[src/rtl/card_txn_responder.sv]
// card_txn_responder: card-side payment responder facing the vending controller.
// Starts a session with a CARD_IN pulse, latches the first nonzero COST,
// approves or declines it after AUTH_LAT cycles, and deducts the balance
// only when the controller confirms the vend.
// Ports:
//   CLK, RESET          clock, synchronous active-high reset
//   LOAD_BAL, BAL_IN    balance load (IDLE only)
//   CARD_INSERT         card present level (rising edge starts a session)
//   COST                price from controller, 0 = nothing pending
//   VEND, FAILED_TRAN   controller outcome pulses
//   INVALID_SEL         controller rejected the selection
//   CARD_IN             session-start pulse
//   VALID_TRAN          approval pulse
//   DECLINED            insufficient-funds pulse
//   BALANCE, TXN_COUNT  card balance, completed purchase count (wraps)
//   BUSY                high whenever not IDLE
module card_txn_responder #(
  parameter int unsigned BAL_W      = 8,
  parameter int unsigned AUTH_LAT   = 2,
  parameter int unsigned SESSION_TO = 15,
  parameter int unsigned VEND_TO    = 4
) (
  input  logic             CLK,
  input  logic             RESET,
  input  logic             LOAD_BAL,
  input  logic [BAL_W-1:0] BAL_IN,
  input  logic             CARD_INSERT,
  input  logic [2:0]       COST,
  input  logic             VEND,
  input  logic             FAILED_TRAN,
  input  logic             INVALID_SEL,
  output logic             CARD_IN,
  output logic             VALID_TRAN,
  output logic             DECLINED,
  output logic [BAL_W-1:0] BALANCE,
  output logic [7:0]       TXN_COUNT,
  output logic             BUSY
);

  localparam int unsigned DECLINE_TO = VEND_TO + 4;
  localparam int unsigned MAX_A      = (SESSION_TO > DECLINE_TO) ? SESSION_TO : DECLINE_TO;
  localparam int unsigned TMR_MAX    = (MAX_A > AUTH_LAT) ? MAX_A : AUTH_LAT;
  localparam int unsigned TMR_W      = $clog2(TMR_MAX + 1);

  typedef enum logic [2:0] {
    S_IDLE,
    S_SESSION,
    S_AUTH,
    S_COMMIT,
    S_DECLINE
  } state_t;

  state_t             state_q, state_d;
  logic [TMR_W-1:0]   timer_q, timer_d;
  logic [2:0]         cost_q, cost_d;
  logic               card_q;
  logic [BAL_W-1:0]   bal_d;
  logic [7:0]         cnt_d;
  logic               card_in_d, valid_d, declined_d, busy_d;

  // State, datapath and registered outputs
  always_ff @(posedge CLK) begin
    if (RESET) begin
      state_q    <= S_IDLE;
      timer_q    <= '0;
      cost_q     <= '0;
      card_q     <= 1'b0;
      BALANCE    <= '0;
      TXN_COUNT  <= '0;
      CARD_IN    <= 1'b0;
      VALID_TRAN <= 1'b0;
      DECLINED   <= 1'b0;
      BUSY       <= 1'b0;
    end else begin
      state_q    <= state_d;
      timer_q    <= timer_d;
      cost_q     <= cost_d;
      card_q     <= CARD_INSERT;
      BALANCE    <= bal_d;
      TXN_COUNT  <= cnt_d;
      CARD_IN    <= card_in_d;
      VALID_TRAN <= valid_d;
      DECLINED   <= declined_d;
      BUSY       <= busy_d;
    end
  end

  // Next-state and next-output logic; every state timer restarts at 0 on entry
  always_comb begin
    state_d    = state_q;
    timer_d    = timer_q;
    cost_d     = cost_q;
    bal_d      = BALANCE;
    cnt_d      = TXN_COUNT;
    card_in_d  = 1'b0;
    valid_d    = 1'b0;
    declined_d = 1'b0;

    case (state_q)
      S_IDLE: begin
        if (LOAD_BAL) begin
          bal_d = BAL_IN;
        end else if (CARD_INSERT && !card_q) begin
          card_in_d = 1'b1;
          timer_d   = '0;
          state_d   = S_SESSION;
        end
      end

      S_SESSION: begin
        if (COST != 3'd0) begin
          cost_d  = COST;
          timer_d = '0;
          state_d = S_AUTH;
        end else if (INVALID_SEL) begin
          state_d = S_IDLE;
        end else if (timer_q == TMR_W'(SESSION_TO - 1)) begin
          state_d = S_IDLE;
        end else begin
          timer_d = timer_q + TMR_W'(1);
        end
      end

      // Decision lands on the last AUTH cycle so the pulse is visible AUTH_LAT+1 cycles after COST
      S_AUTH: begin
        if (timer_q == TMR_W'(AUTH_LAT - 1)) begin
          timer_d = '0;
          if (BALANCE >= BAL_W'(cost_q)) begin
            valid_d = 1'b1;
            state_d = S_COMMIT;
          end else begin
            declined_d = 1'b1;
            state_d    = S_DECLINE;
          end
        end else begin
          timer_d = timer_q + TMR_W'(1);
        end
      end

      // VEND takes priority over FAILED_TRAN; underflow is impossible after the AUTH compare
      S_COMMIT: begin
        if (VEND) begin
          bal_d   = BALANCE - BAL_W'(cost_q);
          cnt_d   = TXN_COUNT + 8'd1;
          state_d = S_IDLE;
        end else if (FAILED_TRAN) begin
          state_d = S_IDLE;
        end else if (timer_q == TMR_W'(VEND_TO - 1)) begin
          state_d = S_IDLE;
        end else begin
          timer_d = timer_q + TMR_W'(1);
        end
      end

      S_DECLINE: begin
        if (FAILED_TRAN) begin
          state_d = S_IDLE;
        end else if (timer_q == TMR_W'(DECLINE_TO - 1)) begin
          state_d = S_IDLE;
        end else begin
          timer_d = timer_q + TMR_W'(1);
        end
      end

      default: state_d = S_IDLE;
    endcase

    busy_d = (state_d != S_IDLE);
  end

endmodule

[config.mk]
export PLATFORM = sky130hd
export DESIGN_NAME = card_txn_responder
export DESIGN_NICKNAME = d
export VERILOG_FILES = /design/src/rtl/card_txn_responder.sv
export SDC_FILE = /design/constraint.sdc
export NUM_CORES = 1
export LEC_CHECK = 0
export CAP_MARGIN = 20
export CORE_UTILIZATION = 35
export DETAILED_ROUTE_END_ITERATION = 6
export MAX_ROUTING_LAYER = met4
export PLACE_DENSITY = 0.6
export SLEW_MARGIN = 10
export SYNTH_ARGS = -nofsm -noshare
export SYNTH_HDL_FRONTEND = slang
export SYNTH_SLANG_ARGS = --single-unit
[constraint.sdc]
create_clock -name CLK -period 1.9 [get_ports CLK]
set_input_delay 0.475 -clock CLK [delete_from_list [all_inputs] [get_ports CLK]]
set_output_delay 0.475 -clock CLK [all_outputs]
set_load 0.02 [all_outputs]
==> summary.txt, run 1 <==
Logic synthesis
  • Count of unique library cells instantiated by Yosys: 52
  • Netlist Area Pre-Place: 1799 µm²
  • Nets in the synthesized netlist: 245
  • Number of flops mapped to enable cells by yosys: 0
  • Share of synthesized registers carrying an async set or reset: 0%
  • Post-Synthesis Cells: 219
  • Ys flop type: sky130_fd_sc_hd__dfxtp_1
  • Synth Register Bits: 31
  • Number of warnings printed during yosys synthesis: 0
  • Average size of a mapped cell: 8.216 µm²
  • Share of the yosys chip area belonging to registers: 34.49%

Setup path
  • WP data required: 2090 ps
  • Crit. End Element: flop
  • Crit path arrival time: 2030 ps
  • Worst flop-to-flop path startpoint: cost_q[1]
  • Reg-to-reg critical path endpoint: BALANCE[7]
  • Worst setup path class: flop to flop
  • Type of origin of the critical path: flop
  • Critical path peak fanout: 2
  • Destination of the critical timing path: BALANCE[7]
  • Start point of the critical path: cost_q[1]
  • Worst Reg2Reg Path Length in Cells: 7
  • Reg-to-reg slack, setup: 60 ps

Worst hold path
  • Class of the tightest hold or removal check: flop to flop
  • Hold Path Origin: TXN_COUNT[1]

Timing
  • Post-route clock period utilization: 96.90%
  • Highest achievable clock rate: 543.1 MHz
  • Final setup violation count: 0
  • Max-slew violation total from the final report: 0
  • Clock period minus final worst setup slack: 1841 ps
  • Hold violation count in the final report: 0
  • Rel. slew slack: 76.68%
  • Worst clock skew: 3.463 ps
  • Total Neg Setup Slack: 0 ps
  • Worst Tran Pin Value: 345.2 ps

Finish
  • Fillers: 460
  • Commonest non-fill, non-tap cells in the layout: sky130_fd_sc_hd__clkdlybuf4s50_1 (35), sky130_fd_sc_hd__buf_4 (30), sky130_fd_sc_hd__dfxtp_1 (28)
  • Layout cell share with drive strength beyond 1: 21.20%
  • Final design utilization: 53.55%
  • Most common library cell in the layout ignoring fill and taps: sky130_fd_sc_hd__clkdlybuf4s50_1
  • Area growth from synthesis to final layout: 44.30%
  • Count of nets after finishing: 309
  • Antenna fix cells: 0

Flow run
  • Max-capacitance violation count: 0

Global routing
  • Overall fraction of global-route tracks in use: 17.65%
  • Via count of the first global-routing pass: 1622
  • Wire length of the first global-routing pass: 7.238 mm
  • Pin count of the biggest net entering global routing: 20
  • Global route total overflow: 0
  • Number of antenna violations at the first check in global routing: 0

Placed design
  • Number of buffers inserted by port buffering: 37
  • Placer congestion estimate: 0.8156
  • Half-perimeter wire length of the detailed placement result: 3.187 mm

Routing
  • Highest routing layer actually used: met4
  • Aggregate routed wire length: 4.246 mm
  • Final routed wire length divided by cell count: 12.13 µm
  • Detailed-routing iteration count for the pre-antenna-repair pass: 4
  • Detail Route met3 WL: 133 µm
  • Number of vias in the routed layout: 1769
  • Met1 routed wirelength after detailed routing: 2.187 mm
  • Total met2 wirelength after detailed routing: 1.906 mm
  • Average vias per placed instance: 5.054
  • Detail Route Antenna Nets: 0
  • DRC violation count after routing: 0
  • Iteration-0 DRC count of the detailed router: 88

Die
  • Initial core utilization: 37.11%
  • Placement row count: 25
  • I/O Pins: 38
  • Area of the core region: 4848 µm²
  • Die boundary height: 73.70 µm
  • Die area: 5432 µm²
  • Die Wd: 73.70 µm

Clock network
  • Setup Fix Bufs, Post-CTS: 0
  • Clock buffer count from CTS: 5
  • Sink count of the clock tree: 31
  • Max Root-Sink Buffers: 2
  • Number of hold buffers added after cts: 0
  • Buffer type at the clock tree root: sky130_fd_sc_hd__clkbuf_8
  • CTS clk-pin slew, worst paths: 60 ps
  • TritonCTS clock tree: yes
  • Later-pin clock latency in the skew report: 270 ps
  • # H-tree levels: 2

Outcome
  • Run status: completed

Power
  • Total power: 2.300 mW
  • Peak supply drop: 0.3916 mV
  • Power per cell area: 886.0 nW/µm²
  • Leakage power summed over all cells: 1.033 nW
per-stage QoR:
| step | setup slack [ps] | cells | instance area, µm² | hold WS [ps] |
|---|---|---|---|---|
| after floorplan | 22.76 | 219 | 1808 | 465.4 |
| after global placement | -298.4 | 343 | 2449 | 485.6 |
| after detailed placement | -317.1 | 343 | 2449 | 491.4 |
| after CTS | 0.5955 | 350 | 2536 | 504.2 |
| after global routing | -41.68 | 350 | 2596 | 527.6 |
| final | 58.86 | 350 | 2596 | 498.6 |
report_power, final:
group | total [mW] | switching (mW) | internal [mW]
clock | 0.518 | 0.235 | 0.284
combinational | 0.993 | 0.484 | 0.509
sequential | 0.790 | 0.0707 | 0.719
worst min path at each step:
stage	depth (start not counted)	end	slack, ps
2_1_floorplan	2	cost_q[2]	470
3_3_place_gp	2	TXN_COUNT[1]	490
3_5_place_dp	2	TXN_COUNT[1]	490
4_1_cts	2	TXN_COUNT[1]	500
5_1_grt	2	TXN_COUNT[1]	530
6_report	2	TXN_COUNT[1]	500
logic make-up after synthesis:
kind of cell | synth area share (%)
simple gates | 28.79
compound gates | 20.24
flops | 34.49
buf+inv | 5.355
fa+ha+maj | 5.980
xor+xnor | 3.408
mux | 1.739
critical path, cell delays in order (launching register included):
cell	delay, ps
sky130_fd_sc_hd__dfxtp_2	320
sky130_fd_sc_hd__inv_1	40
sky130_fd_sc_hd__ha_1	280
sky130_fd_sc_hd__nor2b_1	140
sky130_fd_sc_hd__o21a_1	180
sky130_fd_sc_hd__or3_4	330
sky130_fd_sc_hd__o31a_1	250
sky130_fd_sc_hd__nor4_2	200
flip-flops by register name (all words and copies together), names as in the netlist:
signal	flops
TXN_COUNT	8
BUSY	1
state_q	3
timer_q	4
VALID_TRAN	1
DECLINED	1
BALANCE	8
card_q	1
CARD_IN	1
cost_q	3
repair_timing:
action,in CTS,in global routing
setup endpoints to repair,6,11
resized for setup,2,16
cloned,0,0
pin swaps,1,1
cell usage after synthesis (3+ instances only):
cell type | number | area [µm²]
sky130_fd_sc_hd__nor2b_1 | 5 | 31.28
sky130_fd_sc_hd__nor2_1 | 24 | 90.09
sky130_fd_sc_hd__and3_1 | 3 | 18.77
sky130_fd_sc_hd__nor3b_1 | 3 | 22.52
sky130_fd_sc_hd__nor4_1 | 3 | 18.77
sky130_fd_sc_hd__nor3_1 | 12 | 60.06
sky130_fd_sc_hd__xor2_1 | 6 | 52.55
sky130_fd_sc_hd__a21oi_1 | 13 | 65.06
sky130_fd_sc_hd__a211oi_1 | 6 | 45.04
sky130_fd_sc_hd__nand2_1 | 13 | 48.80
sky130_fd_sc_hd__inv_1 | 10 | 37.54
sky130_fd_sc_hd__nand3_1 | 5 | 25.02
sky130_fd_sc_hd__nand4_1 | 3 | 18.77
sky130_fd_sc_hd__a22oi_1 | 7 | 52.55
sky130_fd_sc_hd__a21o_1 | 3 | 22.52
sky130_fd_sc_hd__clkbuf_1 | 7 | 26.28
sky130_fd_sc_hd__o21ai_0 | 13 | 65.06
sky130_fd_sc_hd__ha_1 | 7 | 87.58
sky130_fd_sc_hd__dfxtp_1 | 31 | 620.6
metal layers:
metal / GRT usage (%) / vias up
met4: 5.128 / 0
met3: 4.252 / 2
met2: 26.61 / 27
li1: - / 924
met1: 23.37 / 816
met5: - / -
cell type report:
| cell class | count | area (µm²) | share of cell area (%) |
|---|---|---|---|
| Multi-Input combinational cell | 167 | 1144 | 44.05 |
| Clock buffer | 6 | 82.58 | 3.181 |
| Timing Repair Buffer | 68 | 616.8 | 23.76 |
| Sequential cell | 31 | 626.9 | 24.14 |
| Tap cell | 67 | 83.83 | 3.229 |
| Inverter | 10 | 37.54 | 1.446 |
| Clock inverter | 1 | 5.005 | 0.1928 |
No activity file was read; power rests on OpenSTA's default activity.
==> run 2: changes to the inputs <==
- RECOVER_POWER: unset -> 100
==> run 2 against run 1 <==
Net effect: register-to-register slack about the same; utilization down 0.52 points; sequential share of layout area up 0.23 points; critical endpoint unchanged; non-clock buffer count unchanged; clock-buffer cell count unchanged; final area down 0.96%; clock skew about the same.
==> summary.txt, run 2 (same netlist as run 1, synthesis figures left out) <==
Flow run
  • Max-capacitance violation count: 0 (unchanged)

Timing
  • Hold violation count in the final report: 0 (unchanged)
  • Rel. slew slack: 68.45% (-8.2 points)
  • Worst Tran Pin Value: 472.3 ps (+127.1 ps)
  • Final setup violation count: 0 (unchanged)
  • Clock period minus final worst setup slack: 1840 ps (-0.6723 ps)
  • Max-slew violation total from the final report: 0 (unchanged)
  • Post-route clock period utilization: 96.87% (about the same)
  • Highest achievable clock rate: 543.3 MHz (about the same)
  • Worst clock skew: 3.773 ps (+0.3096 ps)

Clock network
  • Number of hold buffers added after cts: 0 (unchanged)
  • Later-pin clock latency in the skew report: 280 ps (about the same)
  • Max Root-Sink Buffers: 2 (unchanged)
  • # H-tree levels: 2 (unchanged)
  • Setup Fix Bufs, Post-CTS: 0 (unchanged)
  • Clock buffer count from CTS: 5 (unchanged)
  • Buffer type at the clock tree root: sky130_fd_sc_hd__clkbuf_8
  • CTS clk-pin slew, worst paths: 70 ps (about the same)
  • Sink count of the clock tree: 31 (unchanged)
  • TritonCTS clock tree: yes

Routing
  • Detailed-routing iteration count for the pre-antenna-repair pass: 4 (unchanged)
  • Detail Route Antenna Nets: 0 (unchanged)
  • Average vias per placed instance: 5.134 (+1.6%)
  • Number of vias in the routed layout: 1797 (+1.6%)
  • Iteration-0 DRC count of the detailed router: 82 (-6.8%)
  • DRC violation count after routing: 0 (unchanged)
  • Final routed wire length divided by cell count: 12.12 µm (-0.12%)
  • Aggregate routed wire length: 4.241 mm (-0.12%)

Global routing
  • Number of antenna violations at the first check in global routing: 0 (unchanged)
  • Via count of the first global-routing pass: 1622 (unchanged)
  • Wire length of the first global-routing pass: 7.238 mm (unchanged)
  • Overall fraction of global-route tracks in use: 17.65% (unchanged)
  • Global route total overflow: 0 (unchanged)
  • Pin count of the biggest net entering global routing: 20 (unchanged)

Die
  • I/O Pins: 38 (unchanged)
  • Initial core utilization: 37.11% (unchanged)
  • Die boundary height: 73.70 µm (unchanged)
  • Die area: 5432 µm² (unchanged)
  • Placement row count: 25 (unchanged)
  • Area of the core region: 4848 µm² (unchanged)
  • Die Wd: 73.70 µm (unchanged)

Finish
  • Area used by multi-input combinational logic: 1139 µm² (-0.44%)
  • Fillers: 467 (+1.5%)
  • Largest registers ranked by flip-flop count: BALANCE: 8 flops, TXN_COUNT: 8 flops, timer_q: 4 flops
  • Commonest non-fill, non-tap cells in the layout: sky130_fd_sc_hd__dfxtp_1 (28), sky130_fd_sc_hd__buf_4 (26), sky130_fd_sc_hd__nor2_1 (24)
  • Area growth from synthesis to final layout: 42.91%
  • Final design utilization: 53.03% (-0.52 points)
  • Antenna fix cells: 0 (unchanged)
  • Count of nets after finishing: 309 (unchanged)
  • Most common library cell in the layout ignoring fill and taps: sky130_fd_sc_hd__dfxtp_1
  • Layout cell share with drive strength beyond 1: 19.79% (-1.4 points)
  • Finished layout cell area: 2571 µm² (-0.96%)
  • FF+latch area: 626.9 µm² (unchanged)

Placed design
  • Placer congestion estimate: 0.8156 (unchanged)
  • Number of buffers inserted by port buffering: 37 (unchanged)
  • Instance area at placement: 2449 µm² (unchanged)
  • Half-perimeter wire length of the detailed placement result: 3.187 mm (unchanged)

Setup path
  • Critical path peak fanout: 2 (unchanged)
  • Crit. End Element: flop
  • Worst setup path class: flop to flop
  • Type of origin of the critical path: flop
  • WP data required: 2090 ps (about the same)
  • Crit path arrival time: 2030 ps (about the same)

Power
  • Peak supply drop: 0.3915 mV (about the same)
  • Total power: 2.269 mW (-1.4%)
  • Leakage power summed over all cells: 1.037 nW (+0.33%)
  • Power per cell area: 882.3 nW/µm² (-0.42%)

Outcome
  • Run status: completed

Worst hold path
  • Class of the tightest hold or removal check: flop to flop
==> run 2: cell types whose count changed in the layout (fill, tap and decap cells not counted), moves of 4 or more <==
cell,before,now
sky130_fd_sc_hd__buf_4,30,26
sky130_fd_sc_hd__dlygate4sd3_1,0,14
sky130_fd_sc_hd__clkdlybuf4s50_1,35,21
sky130_fd_sc_hd__clkbuf_1,0,4
==> run 2: layout make-up <==
type	instances	area share, %
sequential	31	24.38
inverter	10	1.460
timing repair buffer	68	23.21
clock inverter	1	0.1946
multi-input combinational	167	44.28
tap	67	3.260
clock buffer	6	3.212
==> run 2: per-layer routing <==
layer,wire [µm],GRT usage [%],up-vias
met5,0,-,-
met4,27,5.128,0
met3,180,4.252,4
met2,1892,26.61,34
met1,2139,23.37,831
li1,-,-,928
==> run 2: repair_timing <==
item / in CTS / in global routing
endpoints found under the setup margin: 6 / 11
resized for setup: 2 / 16
pin swaps: 1 / 1
==> run 2: worst paths after layout <==
path	start	end	slack (ps)	depth (start not counted)
max	cost_q[1]	BALANCE[7]	60	7
max reg2reg	cost_q[1]	BALANCE[7]	60	7
min	TXN_COUNT[1]	TXN_COUNT[1]	490	2
min reg2reg	TXN_COUNT[1]	TXN_COUNT[1]	490	2
==> run 2: worst max-delay path, stage by stage (launching register included) <==
cell	delay, ps
sky130_fd_sc_hd__dfxtp_2	320
sky130_fd_sc_hd__inv_1	40
sky130_fd_sc_hd__ha_1	280
sky130_fd_sc_hd__nor2b_1	140
sky130_fd_sc_hd__o21a_1	180
sky130_fd_sc_hd__or3_4	330
sky130_fd_sc_hd__o31a_1	250
sky130_fd_sc_hd__nor4_2	200
==> run 2: metrics by stage <==
step | setup TNS (ps) | hold slack [ps] | std cells | worst slack [ps]
2_1_floorplan | 0 | 465.4 | 219 | 22.76
3_3_place_gp | -3311 | 485.6 | 343 | -298.4
3_5_place_dp | -3392 | 491.4 | 343 | -317.1
4_1_cts | 0 | 504.2 | 350 | 0.5955
5_1_grt | -41.68 | 524.8 | 350 | -41.68
6_report | 0 | 494.2 | 350 | 59.53
==> run 2: report_power, final <==
group / switching, mW / internal (mW)
logic: 0.483 / 0.479
registers: 0.0679 / 0.719
clock network: 0.236 / 0.284
==> run 3: changes to the inputs <==
- HOLD_SLACK_MARGIN: unset -> 0.15
==> results of run 3 <==
Same layout as run 2: the final DEF is identical, and so are final timing and power.
